File: src/rtl/uart_transmitter.sv
// rtl/uart_transmitter.sv - UART transmitter: single-entry THR feeding a TSR, 8 bclkx8 ticks per bit.
// Optional parity bit: define UART_TX_PARITY_EN (adds parameter PARITY_ODD).
module uart_transmitter #(
  parameter int DATA_BITS  = 8,
  parameter int STOP_BITS  = 1,
  parameter int OVERSAMPLE = 8
`ifdef UART_TX_PARITY_EN
  , parameter bit PARITY_ODD = 1'b0
`endif
) (
  input  logic       sys_clk,
  input  logic       rst_n,
  input  logic       bclkx8,
  input  logic       tx_wr,
  input  logic [7:0] tx_din,
  output logic       thr_empty,
  output logic       tx_ovr,
  output logic       tx_status,
  output logic       tx_out
);

  // Upper tx_din bits are dropped at THR write so TSR and parity only ever see frame bits.
  localparam logic [7:0] DATA_MASK = 8'((1 << DATA_BITS) - 1);
  localparam logic [3:0] BIT_LAST  = 4'(OVERSAMPLE - 1);
  localparam logic [3:0] STOP_LAST = 4'(STOP_BITS * OVERSAMPLE - 1);
  localparam logic [2:0] DATA_LAST = 3'(DATA_BITS - 1);

  typedef enum logic [2:0] {
    S_IDLE,
    S_START,
    S_DATA,
`ifdef UART_TX_PARITY_EN
    S_PARITY,
`endif
    S_STOP
  } state_t;

  state_t     state_q, state_d;
  logic [3:0] tick_cnt_q, tick_cnt_d;
  logic [2:0] bit_cnt_q, bit_cnt_d;
  logic [7:0] thr_q, thr_d;
  logic [7:0] tsr_q, tsr_d;
  logic       thr_empty_q, thr_empty_d;
  logic       tx_ovr_q, tx_ovr_d;
  logic       tx_out_q, tx_out_d;
  logic       bclk_old_q;
  logic       tick;
  logic       load;
`ifdef UART_TX_PARITY_EN
  logic       parity_q, parity_d;
`endif

  assign tick      = bclkx8 & ~bclk_old_q;
  assign thr_empty = thr_empty_q;
  assign tx_ovr    = tx_ovr_q;
  assign tx_out    = tx_out_q;
  assign tx_status = (state_q != S_IDLE);

  // Next-state: write handshake every cycle, FSM/counters/line only on tick cycles.
  always_comb begin
    state_d     = state_q;
    tick_cnt_d  = tick_cnt_q;
    bit_cnt_d   = bit_cnt_q;
    thr_d       = thr_q;
    tsr_d       = tsr_q;
    thr_empty_d = thr_empty_q;
    tx_ovr_d    = 1'b0;
    tx_out_d    = tx_out_q;
    load        = 1'b0;
`ifdef UART_TX_PARITY_EN
    parity_d    = parity_q;
`endif

    case (state_q)
      S_IDLE: begin
        tx_out_d = 1'b1;
        if (tick && !thr_empty_q) begin
          load = 1'b1;
        end
      end
      S_START: begin
        if (tick) begin
          if (tick_cnt_q == BIT_LAST) begin
            tx_out_d   = tsr_q[0];
            tsr_d      = {1'b0, tsr_q[7:1]};
            bit_cnt_d  = 3'd0;
            tick_cnt_d = 4'd0;
            state_d    = S_DATA;
          end else begin
            tick_cnt_d = tick_cnt_q + 4'd1;
          end
        end
      end
      S_DATA: begin
        if (tick) begin
          if (tick_cnt_q == BIT_LAST) begin
            tick_cnt_d = 4'd0;
            if (bit_cnt_q == DATA_LAST) begin
`ifdef UART_TX_PARITY_EN
              tx_out_d = parity_q;
              state_d  = S_PARITY;
`else
              tx_out_d = 1'b1;
              state_d  = S_STOP;
`endif
            end else begin
              tx_out_d  = tsr_q[0];
              tsr_d     = {1'b0, tsr_q[7:1]};
              bit_cnt_d = bit_cnt_q + 3'd1;
            end
          end else begin
            tick_cnt_d = tick_cnt_q + 4'd1;
          end
        end
      end
`ifdef UART_TX_PARITY_EN
      S_PARITY: begin
        if (tick) begin
          if (tick_cnt_q == BIT_LAST) begin
            tx_out_d   = 1'b1;
            tick_cnt_d = 4'd0;
            state_d    = S_STOP;
          end else begin
            tick_cnt_d = tick_cnt_q + 4'd1;
          end
        end
      end
`endif
      S_STOP: begin
        if (tick) begin
          if (tick_cnt_q == STOP_LAST) begin
            tick_cnt_d = 4'd0;
            if (!thr_empty_q) begin
              load = 1'b1;
            end else begin
              state_d = S_IDLE;
            end
          end else begin
            tick_cnt_d = tick_cnt_q + 4'd1;
          end
        end
      end
      default: begin
        state_d  = S_IDLE;
        tx_out_d = 1'b1;
      end
    endcase

    // Writes and loads are exclusive: a write needs THR empty, a load needs it full.
    if (tx_wr) begin
      if (thr_empty_q) begin
        thr_d       = tx_din & DATA_MASK;
        thr_empty_d = 1'b0;
      end else begin
        tx_ovr_d = 1'b1;
      end
    end

    if (load) begin
      tsr_d       = thr_q;
      thr_empty_d = 1'b1;
      tx_out_d    = 1'b0;
      tick_cnt_d  = 4'd0;
      state_d     = S_START;
`ifdef UART_TX_PARITY_EN
      parity_d    = (^thr_q) ^ PARITY_ODD;
`endif
    end
  end

  // State register; bclk_old resets high so a high strobe at release is not a tick.
  always_ff @(posedge sys_clk or negedge rst_n) begin
    if (!rst_n) begin
      state_q     <= S_IDLE;
      tick_cnt_q  <= 4'd0;
      bit_cnt_q   <= 3'd0;
      thr_q       <= 8'd0;
      tsr_q       <= 8'd0;
      thr_empty_q <= 1'b1;
      tx_ovr_q    <= 1'b0;
      tx_out_q    <= 1'b1;
      bclk_old_q  <= 1'b1;
`ifdef UART_TX_PARITY_EN
      parity_q    <= 1'b0;
`endif
    end else begin
      state_q     <= state_d;
      tick_cnt_q  <= tick_cnt_d;
      bit_cnt_q   <= bit_cnt_d;
      thr_q       <= thr_d;
      tsr_q       <= tsr_d;
      thr_empty_q <= thr_empty_d;
      tx_ovr_q    <= tx_ovr_d;
      tx_out_q    <= tx_out_d;
      bclk_old_q  <= bclkx8;
`ifdef UART_TX_PARITY_EN
      parity_q    <= parity_d;
`endif
    end
  end

endmodule

File: config.mk
export PLATFORM = sky130hd
export DESIGN_NAME = uart_transmitter
export DESIGN_NICKNAME = d
export VERILOG_FILES = /design/src/rtl/uart_transmitter.sv
export SDC_FILE = /design/constraint.sdc
export NUM_CORES = 1
export LEC_CHECK = 0
export BUFFER_PORTS_ARGS = -buffer_cell sky130_fd_sc_hd__buf_4
export CAP_MARGIN = 20
export CORE_ASPECT_RATIO = 1.5
export CORE_UTILIZATION = 50
export CTS_BUF_LIST = sky130_fd_sc_hd__clkbuf_8
export DETAILED_ROUTE_END_ITERATION = 10
export PLACE_DENSITY = 0.72
export RECOVER_POWER = 50
export SLEW_MARGIN = 20
export SYNTH_ARGS = -nofsm -noshare
export SYNTH_HDL_FRONTEND = slang
export SYNTH_SLANG_ARGS = --single-unit
File: constraint.sdc
create_clock -name sys_clk -period 2.4 [get_ports sys_clk]
set_input_delay 0.6 -clock sys_clk [delete_from_list [all_inputs] [get_ports sys_clk]]
set_output_delay 0.6 -clock sys_clk [all_outputs]
set_load 0.03 [all_outputs]
==> impl_results.md, run 1 <==
- Status: finished with violations
- Violated checks: max-capacitance violations, max-slew violations
- Setup violators final: 0
- Via count: 1073
- Power per Cell Area: 1220 nW/um2
- Hold_sp: bclkx8
- Synth-to-Final Area Change: 20.7%
- Endpoints failing hold: 0
- Starting density of the core: 52.5%
- Syn_area_per_cell: 11.6 um2
- TritonCTS clock tree: yes
- Synth Register Bits: 29
- Total CTS buffers: 5
- Setup CP Type: flop to flop
- Final Cycle Share: 93.0%
- Ys Warns: 0
- Final hold slack: 0.455 ns
- Top cells by count, synth: dfrtp_1, mux2_2, nand2_1
- Yosys top cell area share: 43.0%
- Vias per cell: 5.45
- R2R depth: 6
- Clock share of power: 19.6%
- DIE HEIGHT: 69.4 um
- Async SR Flop Fraction: 100%
- Min-Delay Path Depth: 1
- Pre-CTS setup slack: 0.0108 ns
- Worst setup EP type: flop
- Power Total: 2.24 mW
- Met3 Usage GRT: 7.29%
- Setup_tns: 0 ns
- Routability cong.: 0.894
- Synthesized area: 1510 um2
- Ys flop type: dfrtp_1
- Hold EP: bclk_old_q$_DFF_PN1_
- Ant. Diodes: 0
- Boundary Pins: 16
- # DRC: 0
- Number of buffers added on ports: 15
- Combinational share of power: 44.5%
- RSZ-0062 raised after global routing: no
- Post-route insts no fill: 197
- CP required: 2.56 ns
- Largest area contributor in the netlist: dfrtp_1
- Number of DRC markers in iteration 0: 7
- Max Buffers Root-to-Sink: 2
- Root Buffer: clkbuf_8
- LEAKAGE: 0.868 nW
- Crit path time final: 2.23 ns
- Syn Nets: 149
- Clock slew at reported path FFs: 0.06 ns
- Met2 usage: 38.0%
- EDFF count, synth: 0
- Largest net degree at the start of global routing: 30
- Core Rows: 24
- Max transition margin: -1.14%
- Antenna-violating nets left: 0
- CTS Sinks: 29
- CP max FO: 8
- Slew Viols, Final: 30
- Top-count cell post-synth: dfrtp_1
- Switching Fraction: 34.5%
- Total GRT Usage: 22.8%
- DR pass1 iterations: 4
- DRT Wirelength: 2.98 mm
- First-pass GRT wire length: 5.16 mm
- P_int: 1.46 mW
- Reg power frac: 35.9%
- Most Crowded Layer GR: met2
- Final WS setup: 0.169 ns
- Fmax: 448 MHz
- Die Area: 3260 um2
- Switching pwr: 0.772 mW
- WL/cell: 15.1 um
- Initial antenna violation count: 0
- Vias in the first global route: 1196
- Max-cap violations: 1
- Post-DP HPWL: 2.31 mm
- Met1 usage: 24.1%
- Inst Count DP: 189
- Core Region: 2880 um2
- Die width: 46.9 um
- Share of cells above drive strength 1: 37.3%
- Peak supply drop: 646 uV
- Ranking of synthesized cells by area: dfrtp_1, mux2_2, mux2_4
- Grt total ovfl: 0
- Syn Inst Count: 130
- Area after DPL: 1720 um2
- Critical path arrival: 2.39 ns
- Net count, final: 176
- Hold crit path type: input pin to flop
- Worst Skew: 0.00807 ns
- Seq/Total Area, Yosys: 48.2%
- Actual slew at the worst max-slew pin: 1.52 ns
- R2r setup slk: 0.17 ns
- Total setup buffers inserted after CTS: 0
- CP startpoint kind: flop
- RR Startpoint: state_q[0]$_DFFE_PN0P_
- Cell area after layout: 1830 um2
- Clk_lat worst skew: 0.28 ns
- Finished Core Util: 63.4%
- H-Tree Level Count: 2
- Reg2reg end: tsr_q[1]$_DFFE_PN0P_
- Yosys cell types: 33
## critical path, cell delays in order, from the launching register on
cell and delay (ns):
dfrtp_1 0.35, inv_1 0.06, ha_1 0.30, or4b_4 0.57, a21o_4 0.26, mux2_4 0.31, mux2_2 0.26
## cells by family (layout without fill, tap and decap cells)
logic type               count (synthesis)  in the layout  synth area share, %
adder cells (fa/ha/maj)                  7              7                 5.78
multiplexers                            24             24                 19.5
XOR/XNOR                                 1              1                0.579
flip-flops                              29             29                 48.2
buffers and inverters                   11             39                 3.39
AO/OA/AOI/OAI                           26             26                 11.1
AND/OR/NAND/NOR                         32             32                 11.5
## placed cells by master, fill, tap and decap left out, types with 2 or more instances in the layout
cell      instances
clkbuf_8          7
o211ai_1          2
nand4b_1          3
inv_1             7
dfstp_2           2
clkbuf_1          2
nor2_1            5
nand3_1           2
buf_4            22
nor2b_1           4
a21oi_1           4
ha_1              7
mux2_2           16
nand2_1          11
mux2_4            7
o22ai_1           4
dfrtp_1          26
nand2b_1          2
o21ai_0           8
## metal layers
metal  wire length [um]  vias up
met5                  0        -
met4                 89        0
met3                 91        8
met2               1680       22
met1               1120      524
li1                   -      519
## flip-flops by register name, summed over array words and instances (netlist names)
| name | cells |
|---|---|
| bclk_old_q | 1 |
| thr_empty | 1 |
| state_q | 2 |
| tx_ovr | 1 |
| tsr_q | 8 |
| tx_out | 1 |
| bit_cnt_q | 3 |
| thr_q | 8 |
| tick_cnt_q | 4 |
## power groups by stage
| stage | Combinational [mW] | Clock [mW] | Sequential [mW] |
|---|---|---|---|
| 3_3_place_gp | 0.946 | 0 | 0.803 |
| 4_1_cts | 0.988 | 0.453 | 0.806 |
| 2_1_floorplan | 0.653 | 0 | 0.815 |
| 5_1_grt | 1.10 | 0.471 | 0.827 |
| 3_5_place_dp | 0.983 | 0 | 0.814 |
| 6_report | 0.994 | 0.438 | 0.803 |
## final cells by class
cell class / count / area, um2
Clock buffer: 7 / 96.3
Tap cell: 39 / 48.8
Multi-Input combinational cell: 90 / 748
Fill cell: 252 / 1060
Sequential cell: 29 / 729
Inverter: 7 / 26.3
Timing Repair Buffer: 24 / 173
Clock inverter: 1 / 5.00
## repair_timing
item / in CTS / in global routing
endpoints found under the hold margin: 0 / 0
setup endpoints to repair: 4 / 8
gates resized for setup: 2 / 4
pin swaps: 0 / 0
hold buffers: 0 / 0
## worst max-delay path by stage
stage | start | to | slack [ns] | cells after the start
2_1_floorplan | state_q[0]$_DFFE_PN0P_ | tsr_q[0]$_DFFE_PN0P_ | 0.06 | 8
3_3_place_gp | state_q[0]$_DFFE_PN0P_ | tsr_q[5]$_DFFE_PN0P_ | 0.03 | 6
3_5_place_dp | state_q[0]$_DFFE_PN0P_ | tsr_q[4]$_DFFE_PN0P_ | 0.01 | 6
4_1_cts | state_q[0]$_DFFE_PN0P_ | tsr_q[1]$_DFFE_PN0P_ | 0.05 | 6
5_1_grt | state_q[0]$_DFFE_PN0P_ | state_q[1]$_DFFE_PN0P_ | 0.08 | 8
6_report | state_q[0]$_DFFE_PN0P_ | tsr_q[1]$_DFFE_PN0P_ | 0.17 | 6
(Power assumes the default switching activity.)
==> run 2, diff against run 1 <==
--- a/config.mk
+++ b/config.mk
@@ -8,6 +8,7 @@
 export BUFFER_PORTS_ARGS = -buffer_cell sky130_fd_sc_hd__buf_4
 export CAP_MARGIN = 20
 export CORE_ASPECT_RATIO = 1.5
+export CORE_MARGIN = 8
 export CORE_UTILIZATION = 50
 export CTS_BUF_LIST = sky130_fd_sc_hd__clkbuf_8
 export DETAILED_ROUTE_END_ITERATION = 10
==> run 2 against run 1 <==
Net effect:
- the flow still finishes with violations (max-capacitance violations, max-slew violations)
- register-to-register slack got worse by 0.03 ns
- sequential share of layout area increased by 0.36 points
- fmax decreased by 1.4%
- wire length increased by 3.3%
- utilization decreased by 1.2 points
- via count increased by 0.84%
- critical path type unchanged
- largest power group unchanged
- highest routed layer unchanged
==> impl_results.md, run 2 (synthesis results as in run 1) <==
- DR pass1 iterations: 4
- Die width: 60.9 um
- Starting density of the core: 52.0%
- Number of buffers added on ports: 15
- Most frequent cells in the layout: dfrtp_1, buf_4, mux2_2, nand2_1, inv_1
- Critical path arrival: 2.42 ns
- First-pass GRT wire length: 5.20 mm
- Setup CP Type: flop to flop
- CTS Hold Bufs: 0
- Vias in the first global route: 1177
- Post-DP HPWL: 2.34 mm
- Root Buffer: clkbuf_8
- Total GRT Usage: 13.6%
- Clk_lat worst skew: 0.28 ns
- Boundary Pins: 16
- Slew Viols, Final: 30
- Crit path time final: 2.26 ns
- Via count: 1082
- Slowest cell on crit path: or4b_4
- Top flop regs: thr_q (8), tsr_q (8), tick_cnt_q (4)
- CP max FO: 8
- LEAKAGE: 0.867 nW
- Max transition margin: -2.91%
- Number of DRC markers in iteration 0: 26
- WL/cell: 15.6 um
- Ant. Diodes: 0
- CP startpoint kind: flop
- Max Buffers Root-to-Sink: 2
- Grt total ovfl: 0
- Initial antenna violation count: 0
- Status: finished with violations
- Fillcell total: 248
- Top Family by Delay on Critical Path: simple AND/OR/NAND/NOR gates
- Actual slew at the worst max-slew pin: 1.54 ns
- Vias per cell: 5.46
- Setup_tns: 0 ns
- Peak supply drop: 783 uV
- Power Total: 2.17 mW
- Share of cells above drive strength 1: 35.2%
- Worst setup EP type: flop
- DIE HEIGHT: 83.4 um
- CP required: 2.56 ns
- Clock slew at reported path FFs: 0.06 ns
- Final Cycle Share: 94.3%
- Bufs and invs on worst path: 2
- H-Tree Level Count: 2
- Total CTS buffers: 5
- Cell area after layout: 1810 um2
- Power per Cell Area: 1200 nW/um2
- Core Rows: 24
- RSZ-0062 raised after global routing: no
- Synth-to-Final Area Change: 19.6%
- # DRC: 0
- PostCTS Resize Cnt: 1
- Net count, final: 177
- Antenna-violating nets left: 0
- DRT Wirelength: 3.08 mm
- Core Region: 2910 um2
- Violated checks: max-capacitance violations, max-slew violations
- Setup violators final: 0
- Hold crit path type: input pin to flop
- Final WS setup: 0.138 ns
- Routability cong.: 0.866
- Largest net degree at the start of global routing: 30
- Pre-CTS setup slack: -0.0192 ns
- Area after DPL: 1730 um2
- Endpoints failing hold: 0
- Commonest non-fill, non-tap cell in the layout: dfrtp_1
- Worst Skew: 0.00305 ns
- Footprint of the multi-input gates: 744 um2
- TritonCTS clock tree: yes
- CP peak stage delay: 0.57 ns
- Total setup buffers inserted after CTS: 0
- CTS Sinks: 29
- Die Area: 5080 um2
- Crit path cell chain: inv_1 > ha_1 > or4b_4 > o22ai_1 > o32a_1 > buf_4 > mux2_2
- Register cell area after layout: 729 um2
- Fmax: 442 MHz
- Max-cap violations: 1
## run 2: changes by cell type in the layout (fill, tap and decap cells not counted), sizes merged
cell    previous run  this run
inv                7         9
clkbuf             9         7
buf               22        23
## run 2: final timing paths
kind	startpoint	cells past startpoint	endpoint	slack [ns]
max in group asynchronous	rst_n	1	state_q[0]$_DFFE_PN0P_	0.81
worst max register to register	state_q[0]$_DFFE_PN0P_	7	tsr_q[6]$_DFFE_PN0P_	0.14
min in group asynchronous	rst_n	1	tick_cnt_q[0]$_DFFE_PN0P_	0.70
worst min register to register	thr_q[7]$_DFFE_PN0P_	2	tsr_q[7]$_DFFE_PN0P_	0.48
worst max-delay path	state_q[0]$_DFFE_PN0P_	7	tsr_q[6]$_DFFE_PN0P_	0.14
worst min-delay path	bclkx8	1	bclk_old_q$_DFF_PN1_	0.45
## run 2: worst reg2reg max path, stage by stage (launching register included)
cell	delay, ns
dfrtp_1	0.35
inv_1	0.06
ha_1	0.30
or4b_4	0.57
o22ai_1	0.18
o32a_1	0.19
buf_4	0.16
mux2_2	0.35
## run 2: per-stage QoR
step	cells	utilization, %	hold WS (ns)
6_report	198	62.2	0.447
5_1_grt	198	62.2	0.450
4_1_cts	198	62.1	0.243
3_5_place_dp	190	59.2	0.468
3_3_place_gp	190	59.2	0.469
2_1_floorplan	130	-	0.304
## run 2: per-layer routing
metal,up-vias,global-route usage (%),wire length [um]
met3,14,5.25,163
met1,516,14.3,1230
met4,0,8.96,127
met2,32,21.2,1560
li1,520,-,-
met5,-,0,0
## run 2: final cells by class
cell class              count  area share [%]
well taps                  39            2.70
multi-input cells          90            41.1
inverters                   7            1.45
repair buffers             25            9.95
clock buffers               5            3.80
clock inverters             3           0.691
flip-flops and latches     29            40.3
## run 2: power breakdown
part / leakage, nW / total [mW] / switching (mW) / internal (mW)
clock: 0.0505 / 0.368 / 0.174 / 0.194
sequential: 0.364 / 0.808 / 0.129 / 0.679
combinational: 0.452 / 0.995 / 0.468 / 0.527
==> run 3, diff against run 2 <==
--- a/config.mk
+++ b/config.mk
@@ -13,7 +13,7 @@
 export CTS_BUF_LIST = sky130_fd_sc_hd__clkbuf_8
 export DETAILED_ROUTE_END_ITERATION = 10
 export PLACE_DENSITY = 0.72
-export RECOVER_POWER = 50
+export RECOVER_POWER = 100
 export SLEW_MARGIN = 20
 export SYNTH_ARGS = -nofsm -noshare
 export SYNTH_HDL_FRONTEND = slang
==> run 3 against run 2 <==
Net effect:
- the flow still finishes with violations (max-capacitance violations, max-slew violations)
- largest power group unchanged
- via count is 0.74% lower
- clock-buffer cell count stayed put
- power is 2.5% lower
- worst hold slack better by 0.0011 ns
- critical path depth stayed put
- global-route usage stayed put
- sequential share of layout area is 0.68 points higher
==> impl_results.md, run 3 (synthesis results as in run 1) <==
- Status: finished with violations
- Violated checks: max-capacitance violations, max-slew violations
- Fmax: 443 MHz
- CP peak stage delay: 0.57 ns
- Clk_lat worst skew: 0.28 ns
- Number of DRC markers in iteration 0: 15
- Synth-to-Final Area Change: 17.6%
- Max Buffers Root-to-Sink: 2
- Critical Path Stages: 7
- CTS Sinks: 29
- Worst setup EP type: flop
- Reg2reg end: tsr_q[6]$_DFFE_PN0P_
- Setup violators final: 0
- H-Tree Level Count: 2
- Min-Delay Path Depth: 1
- Cell area after layout: 1780 um2
- DR pass1 iterations: 4
- Most frequent cells in the layout: dfrtp_1, mux2_2, buf_4, nand2_1, clkbuf_1
- Pre-CTS setup slack: -0.0192 ns
- Hold crit path type: input pin to flop
- Hold EP: bclk_old_q$_DFF_PN1_
- Boundary Pins: 16
- Clock slew at reported path FFs: 0.06 ns
- Actual slew at the worst max-slew pin: 1.54 ns
- Routability cong.: 0.866
- Initial antenna violation count: 0
- Die Area: 5080 um2
- Final Cycle Share: 94.1%
- Number of buffers added on ports: 15
- Max-cap violations: 1
- TritonCTS clock tree: yes
- Bufs and invs on worst path: 2
- Die width: 60.9 um
- Critical Path Source: state_q[0]$_DFFE_PN0P_
- # DRC: 0
- Commonest non-fill, non-tap cell in the layout: dfrtp_1
- Crit path time final: 2.26 ns
- Final WS setup: 0.141 ns
- Critical path arrival: 2.42 ns
- LEAKAGE: 0.836 nW
- Grt total ovfl: 0
- Fillcell total: 258
- CP startpoint kind: flop
- R2R depth: 7
- Antenna-violating nets left: 0
- RR Startpoint: state_q[0]$_DFFE_PN0P_
- R2r setup slk: 0.14 ns
- Post-DP HPWL: 2.34 mm
- Top Family by Delay on Critical Path: simple AND/OR/NAND/NOR gates
- Crit path cell chain: inv_1 > ha_1 > or4b_4 > o22ai_1 > o32a_1 > buf_4 > mux2_2
- WL/cell: 15.7 um
- Total GRT Usage: 13.6%
- Net count, final: 177
- Area after DPL: 1730 um2
- DRT Wirelength: 3.10 mm
- Power Total: 2.12 mW
- CP required: 2.56 ns
- Vias per cell: 5.42
- Starting density of the core: 52.0%
- Top flop regs: thr_q (8), tsr_q (8), tick_cnt_q (4)
- Finished Core Util: 61.1%
- DIE HEIGHT: 83.4 um
- Peak supply drop: 779 uV
- Total CTS buffers: 5
- Largest net degree at the start of global routing: 30
- Share of cells above drive strength 1: 30.2%
- Vias in the first global route: 1177
- Slew Viols, Final: 30
- Core Region: 2910 um2
- Via count: 1074
- Endpoints failing hold: 0
- Setup CP Type: flop to flop
- Root Buffer: clkbuf_8
- Slowest cell on crit path: or4b_4
- Worst Skew: 0.00289 ns
- Power per Cell Area: 1190 nW/um2
- Core Rows: 24
- CP max FO: 8
- Hold_sp: bclkx8
- Ant. Diodes: 0
- First-pass GRT wire length: 5.20 mm
- RSZ-0062 raised after global routing: no
- Max transition margin: -2.91%
==> run 3: cell types whose count changed in the layout (fill, tap and decap cells not counted) <==
cell / delta
buf_4: -8
clkbuf_1: +8
==> run 3: per-stage QoR <==
step                setup TNS [ns]  cells  hold slack (ns)
finish                           0    198            0.448
global route                     0    198            0.450
CTS                              0    198            0.243
detailed placement         -0.0828    190            0.468
global placement                 0    190            0.469
floorplan                        0    130            0.304
==> run 3: final cells by class <==
cell class	count	area [um2]	area share, %
clock buffers	5	68.8	3.87
multi-input cells	90	744	41.8
repair buffers	25	150	8.43
flip-flops and latches	29	729	41.0
inverters	7	26.3	1.48
clock inverters	3	12.5	0.703
well taps	39	48.8	2.74
==> run 3: report_power, final <==
group          total (mW)  leakage [nW]  switching [mW]  internal [mW]
sequential          0.807         0.364           0.128          0.679
clock               0.368        0.0505           0.174          0.194
combinational       0.941         0.422           0.469          0.472
total                2.12         0.836           0.771           1.35
==> run 3: timing repair <==
action | in CTS | in global routing
pin swaps | 0 | 0
cloned | 0 | 0
gates resized for setup | 1 | 2
endpoints found under the setup margin | 7 | 8
setup buffers | 0 | 0
hold buffers | 0 | 0
==> run 3: worst max-delay path by stage <==
stage | endpoint | slack [ns]
after global routing | state_q[1]$_DFFE_PN0P_ | 0.03
after CTS | tsr_q[2]$_DFFE_PN0P_ | 0.02
after detailed placement | tsr_q[2]$_DFFE_PN0P_ | -0.02
after global placement | tsr_q[5]$_DFFE_PN0P_ | 0.05
final | tsr_q[6]$_DFFE_PN0P_ | 0.14
after floorplan | tsr_q[0]$_DFFE_PN0P_ | 0.06
==> run 3: worst reg2reg max path: cells and delay by family (launching register included) <==
family                   cells  cell delay (ns)
AND/OR/NAND/NOR              1             0.57
adder cells (fa/ha/maj)      1             0.30
AO/OA/AOI/OAI                2             0.36
flip-flops                   1             0.35
multiplexers                 1             0.35
buffers and inverters        2             0.22
==> run 3: metal layers <==
layer | global-route usage, % | wire (um) | vias up
met1 | 14.3 | 1270 | 517
met4 | 8.96 | 97 | 0
met5 | 0 | 0 | -
met3 | 5.25 | 144 | 10
met2 | 21.2 | 1590 | 27
li1 | - | - | 520
